===== src/rtl/serial_add_sub_ctrl.sv =====
`default_nettype none
// ============================================================================
//  Module   : serial_add_sub_ctrl
//  Purpose  : Bit-serial adder/subtractor. One operation computes a+b or a-b
//             one bit per clock, LSB first, through a single 1-bit full adder.
//             Subtraction is done as a + ~b + 1 (carry register preset to 1).
//  Ports    : clk        - sole clock, rising edge
//             rst_n      - asynchronous active-low reset
//             start      - begin an operation (honoured only in IDLE)
//             sub        - 0: a+b, 1: a-b (sampled with start)
//             a, b       - WIDTH-bit operands (sampled with start)
//             busy       - high while bits are being computed (RUN)
//             done       - one-cycle pulse when result is updated (DONE)
//             result     - last completed sum/difference
//             carry_out  - final carry of last operation (sub: 1 = no borrow)
//             overflow   - signed overflow of last operation
//  Revision : 1.0 - initial release
// ============================================================================
module serial_add_sub_ctrl #(
    parameter int WIDTH = 8
) (
    input  logic             clk,
    input  logic             rst_n,
    input  logic             start,
    input  logic             sub,
    input  logic [WIDTH-1:0] a,
    input  logic [WIDTH-1:0] b,
    output logic             busy,
    output logic             done,
    output logic [WIDTH-1:0] result,
    output logic             carry_out,
    output logic             overflow
);

    localparam int                c_cnt_w = (WIDTH > 1) ? $clog2(WIDTH) : 1;
    localparam logic [c_cnt_w-1:0] c_last = c_cnt_w'(WIDTH - 1);

    typedef enum logic [1:0] {
        S_IDLE = 2'd0,
        S_RUN  = 2'd1,
        S_DONE = 2'd2
    } state_t;

    state_t               r_state;
    state_t               w_next_state;

    logic [WIDTH-1:0]     r_a;
    logic [WIDTH-1:0]     r_b;
    // Holds the WIDTH-1 lower sum bits; the top bit is taken straight from
    // the adder on the final edge, so no extra register stage is needed.
    logic [WIDTH-2:0]     r_sum;
    logic                 r_carry;
    logic [c_cnt_w-1:0]   r_cnt;

    logic                 w_sum;
    logic                 w_cout;
    logic                 w_last;
    logic [WIDTH-1:0]     w_sum_full;

    // Single full adder on the operand LSBs
    assign w_sum      = r_a[0] ^ r_b[0] ^ r_carry;
    assign w_cout     = (r_a[0] & r_b[0]) | (r_a[0] & r_carry) | (r_b[0] & r_carry);
    assign w_last     = (r_state == S_RUN) && (r_cnt == c_last);
    assign w_sum_full = {w_sum, r_sum};

    // ------------------------------------------------------------------
    // FSM state register
    // ------------------------------------------------------------------
    always_ff @(posedge clk or negedge rst_n) begin
        if (!rst_n) begin
            r_state <= S_IDLE;
        end else begin
            r_state <= w_next_state;
        end
    end

    // ------------------------------------------------------------------
    // FSM next-state and outputs
    // ------------------------------------------------------------------
    always_comb begin
        w_next_state = r_state;
        busy         = 1'b0;
        done         = 1'b0;
        case (r_state)
            S_IDLE: begin
                if (start) begin
                    w_next_state = S_RUN;
                end
            end
            S_RUN: begin
                busy = 1'b1;
                if (w_last) begin
                    w_next_state = S_DONE;
                end
            end
            S_DONE: begin
                done         = 1'b1;
                w_next_state = S_IDLE;
            end
            default: begin
                w_next_state = S_IDLE;
            end
        endcase
    end

    // ------------------------------------------------------------------
    // Datapath
    // ------------------------------------------------------------------
    always_ff @(posedge clk or negedge rst_n) begin
        if (!rst_n) begin
            r_a       <= '0;
            r_b       <= '0;
            r_sum     <= '0;
            r_carry   <= 1'b0;
            r_cnt     <= '0;
            result    <= '0;
            carry_out <= 1'b0;
            overflow  <= 1'b0;
        end else begin
            case (r_state)
                S_IDLE: begin
                    if (start) begin
                        r_a     <= a;
                        r_b     <= b ^ {WIDTH{sub}};
                        r_carry <= sub;
                        r_cnt   <= '0;
                    end
                end
                S_RUN: begin
                    r_a     <= r_a >> 1;
                    r_b     <= r_b >> 1;
                    r_sum   <= w_sum_full[WIDTH-1:1];
                    r_carry <= w_cout;
                    // Counter saturates at the last bit so it never wraps.
                    if (r_cnt != c_last) begin
                        r_cnt <= r_cnt + 1'b1;
                    end
                    if (w_last) begin
                        result    <= w_sum_full;
                        carry_out <= w_cout;
                        // r_carry is the carry into the MSB at this point
                        overflow  <= r_carry ^ w_cout;
                    end
                end
                default: begin
                end
            endcase
        end
    end

endmodule
`default_nettype wire


===== config.mk =====
export PLATFORM = sky130hd
export DESIGN_NAME = serial_add_sub_ctrl
export DESIGN_NICKNAME = d
export VERILOG_FILES = /design/src/rtl/serial_add_sub_ctrl.sv
export SDC_FILE = /design/constraint.sdc
export NUM_CORES = 1
export LEC_CHECK = 0
export CORE_MARGIN = 4
export CORE_UTILIZATION = 30
export CTS_CLUSTER_DIAMETER = 80
export DETAILED_ROUTE_END_ITERATION = 16
export GPL_ROUTABILITY_DRIVEN = 1
export HOLD_SLACK_MARGIN = 0.1
export PLACE_DENSITY = 0.49
export SLEW_MARGIN = 30
export SYNTH_ARGS = -nofsm -noshare
export SYNTH_HDL_FRONTEND = slang
export SYNTH_SLANG_ARGS = --single-unit

===== constraint.sdc =====
create_clock -name clk -period 4.93 [get_ports clk]
set_clock_uncertainty 0.05 [all_clocks]
set_input_delay 0.986 -clock clk [delete_from_list [all_inputs] [get_ports clk]]
set_output_delay 0.986 -clock clk [all_outputs]
set_load 0.02 [all_outputs]

==> flow_summary.rst <==
.. list-table::
   :header-rows: 1

   * - Metric
     - Value
   * - Run status
     - finished, final reports clean
   * - Count of clock tree sinks
     - 39
   * - Number of nets in the layout
     - 196
   * - Clk_lat worst skew
     - 0.28 ns
   * - Global-route congestion overflow total
     - 0
   * - Type of element launching the critical path
     - register
   * - Global Route Usage Sum
     - 9.52%
   * - Post-detailed-route count of antenna-violating nets
     - 0
   * - Largest fanout of any net on the critical path
     - 23
   * - Via density per instance
     - 4.44
   * - Worst reg2reg path depth
     - 2
   * - Starting density of the core
     - 31.0%
   * - Post-CTS repair timing setup buffer count
     - 0
   * - Worst hold margin
     - 0.432 ns
   * - Final weighted congestion in routability-driven placement
     - 0.777
   * - Most frequently used cell type in the post-synthesis netlist
     - dfrtp_1
   * - P_leak
     - 1.06 nW
   * - Number of input and output port buffers inserted
     - 31
   * - Number of design rule violations left after detail routing
     - 0
   * - Die Span X
     - 86.2 um
   * - Site Rows
     - 28
   * - Count of yosys warnings during synthesis
     - 0
   * - I/O pin cnt
     - 32
   * - Total standard cell area after synthesis
     - 1830 um2
   * - Max-slew violations
     - 0
   * - Synthesized area per cell
     - 12.7 um2
   * - Fraction of met3 tracks used by global routing
     - 2.59%
   * - Setup slack, reg-to-reg
     - 3.00 ns
   * - Met2 global-route usage
     - 14.4%
   * - Final wirelength
     - 3120 um
   * - Startpoint of the most critical hold path
     - overflow
   * - Critical R2R Capture
     - r_sum[1]
   * - Peak Freq
     - 294 MHz
   * - Min Tclk post-route
     - 3.40 ns
   * - Share of async-settable or async-resettable flops after synthesis
     - 100%
   * - Wire length per cell after detailed routing
     - 12.5 um
   * - Switching share of power
     - 31.6%
   * - Critical path startpoint
     - r_state[0]
   * - Global-route wire length before repair
     - 5490 um
   * - Via count of the first global-routing pass
     - 1142
   * - Share of power burned in registers
     - 38.7%
   * - Most used routing layer
     - met2
   * - Seq cells post-synth
     - 39
   * - Net Count, Synth
     - 167
   * - Via count of the routed design
     - 1105
   * - Hold EP
     - overflow
   * - Unrepaired setup endpoints after global routing
     - false
   * - Worst R2R Start
     - r_state[0]
   * - Post-layout instance count excluding filler cells
     - 249
   * - Post-synth EDFFs
     - 0
   * - First-iteration detailed-routing DRC count
     - 20
   * - Distinct cell type count after synthesis
     - 27
   * - Commonest cells in the netlist
     - dfrtp_1 (39), nand2_1 (18), mux2i_1 (15), o21ai_1 (15), mux2_2 (11)
   * - Cell types with the largest area share after synthesis
     - dfrtp_1 (53%), mux2i_1 (8.2%), mux2_2 (6.8%)
   * - Cells after synthesis
     - 144
   * - Max-cap violations
     - 0
   * - Maximum number of pins on one net before global-route repair
     - 40
   * - HPWL reported at the end of detailed placement
     - 2270 um
   * - Worst rel slew slack
     - 46.8%
   * - Maximum level of the CTS H-tree
     - 2
   * - Placeable core region
     - 5920 um2
   * - Net switching power
     - 0.457 mW
   * - Final-report hold violation count
     - 0
   * - Total Die Area
     - 7420 um2
   * - Met1 layer usage reported by global route
     - 12.3%
   * - Antenna Diode Count
     - 0
   * - Share of cells above drive strength 1
     - 15.5%
   * - Worst min-delay path category
     - register to register
   * - Post-Route Setup TNS
     - 0 ns
   * - Pint
     - 0.989 mW
   * - Antenna violations before repair
     - 0
   * - Power Dens Cells
     - 633 nW/um2
   * - Placed Instances
     - 241
   * - Slew at the pin closest to its max-slew limit
     - 0.796 ns
   * - Die outline height
     - 86.2 um
   * - Count of hold-fix buffers inserted at cts
     - 0
   * - Clock group share of total power
     - 21.4%
   * - CTS buffer count
     - 5
   * - Final setup violation count
     - 0
   * - CTS resizes
     - 0
   * - Cell at the root of the clock tree
     - clkbuf_8
   * - Portion of the clock cycle consumed by the worst path in the final layout
     - 69.1%
   * - Share of the yosys chip area belonging to registers
     - 53.2%
   * - Type of the worst setup path
     - register to primary output
   * - Hold path cells
     - 2
   * - Iteration count of the initial detailed-routing pass
     - 3
   * - Area growth from synthesis to final layout
     - 24.7%
   * - Dominant cell type by area after synthesis
     - dfrtp_1
   * - Arr. time, crit path
     - 2.37 ns
   * - Fraction of power consumed by combinational cells
     - 40.0%
   * - Worst voltage drop across the vdd grid
     - 0.000236 V
   * - Worst setup EP type
     - primary output
   * - CTS tree
     - yes
   * - Clock-pin transition on the worst setup and hold timing paths
     - 0.07 ns
   * - Required arrival time at the worst endpoint
     - 3.89 ns
   * - CTS Buffer Depth
     - 2
   * - Portion of synthesized cell area occupied by the leading cell type
     - 53.2%
   * - Flip-flop cell with the highest count after synthesis
     - dfrtp_1
## critical path: stages, from the launching register on
cell	delay (ns)
dfrtp_1	0.59
nor2b_4	0.75
clkdlybuf4s50_1	0.74
## stage by stage
step	instance area (um2)	setup slack [ns]	total power, mW	utilization [%]
after detailed placement	2150	1.78	1.16	36.3
after global routing	2290	1.38	1.56	38.6
after CTS	2280	1.48	1.48	38.6
after floorplan	1830	3.02	1.02	-
final	2290	1.53	1.45	38.6
after global placement	2140	1.87	1.13	36.1
## cell families (layout without fill, tap and decap cells)
kind of cell	count (synthesis)	count (layout)	synth area share, %
AND/OR/NAND/NOR	24	24	6.55
adder cells (fa/ha/maj)	3	3	2.46
buffers and inverters	11	41	5.46
AO/OA/AOI/OAI	26	26	8.53
multiplexers	32	32	19.5
flip-flops	39	39	53.2
XOR/XNOR	9	9	4.30
## power by group through the flow
stage               Combinational, mW  Sequential, mW  Clock (mW)
floorplan                       0.431           0.586           0
global placement                0.574           0.560           0
detailed placement              0.594           0.569           0
CTS                             0.592           0.562       0.323
global route                    0.637           0.583       0.336
finish                          0.578           0.559       0.309
## flip-flops by register name (all words and copies together) (netlist names)
signal	cells
r_a	8
r_b	8
result	8
r_sum	7
r_cnt	3
r_state	2
carry_out	1
overflow	1
r_carry	1
## cell type report
| cell class | instances | area [um2] |
|---|---|---|
| clock buffer | 5 | 68.8 |
| clock inverter | 3 | 67.6 |
| fill | 576 | 3630 |
| inverter | 2 | 7.51 |
| multi-input combinational | 94 | 764 |
| sequential | 39 | 976 |
| tap | 75 | 93.8 |
| timing repair buffer | 31 | 308 |
## layer usage
metal  vias up  part of all wire (%)  routed length (um)
li1        558                     -                   -
met1       523                    47                1480
met2        22                    47                1470
met3         2                   4.4                 136
met4         0                   1.2                  36
met5         -                     0                   0
## layout by cell type (no fill, tap or decap), types with 2 or more instances in the layout
cell             instances
a22o_1                   5
bufinv_16                2
clkbuf_8                 5
clkdlybuf4s50_1         30
dfrtp_1                 39
ha_1                     2
inv_1                    2
mux2_1                   2
mux2_2                  11
mux2_4                   4
mux2i_1                 15
nand2_1                 18
nor2_1                   2
o21ai_0                  3
o21ai_1                 15
xor2_1                   8
## worst max-delay path by stage
stage / slack [ns] / endpoint / depth (start not counted)
after detailed placement: 1.78 / busy / 2
after CTS: 1.48 / busy / 2
after floorplan: 3.02 / busy / 4
after global routing: 1.38 / busy / 2
final: 1.53 / busy / 2
after global placement: 1.87 / busy / 2
Note: power is estimated with default switching activity, not from simulation.
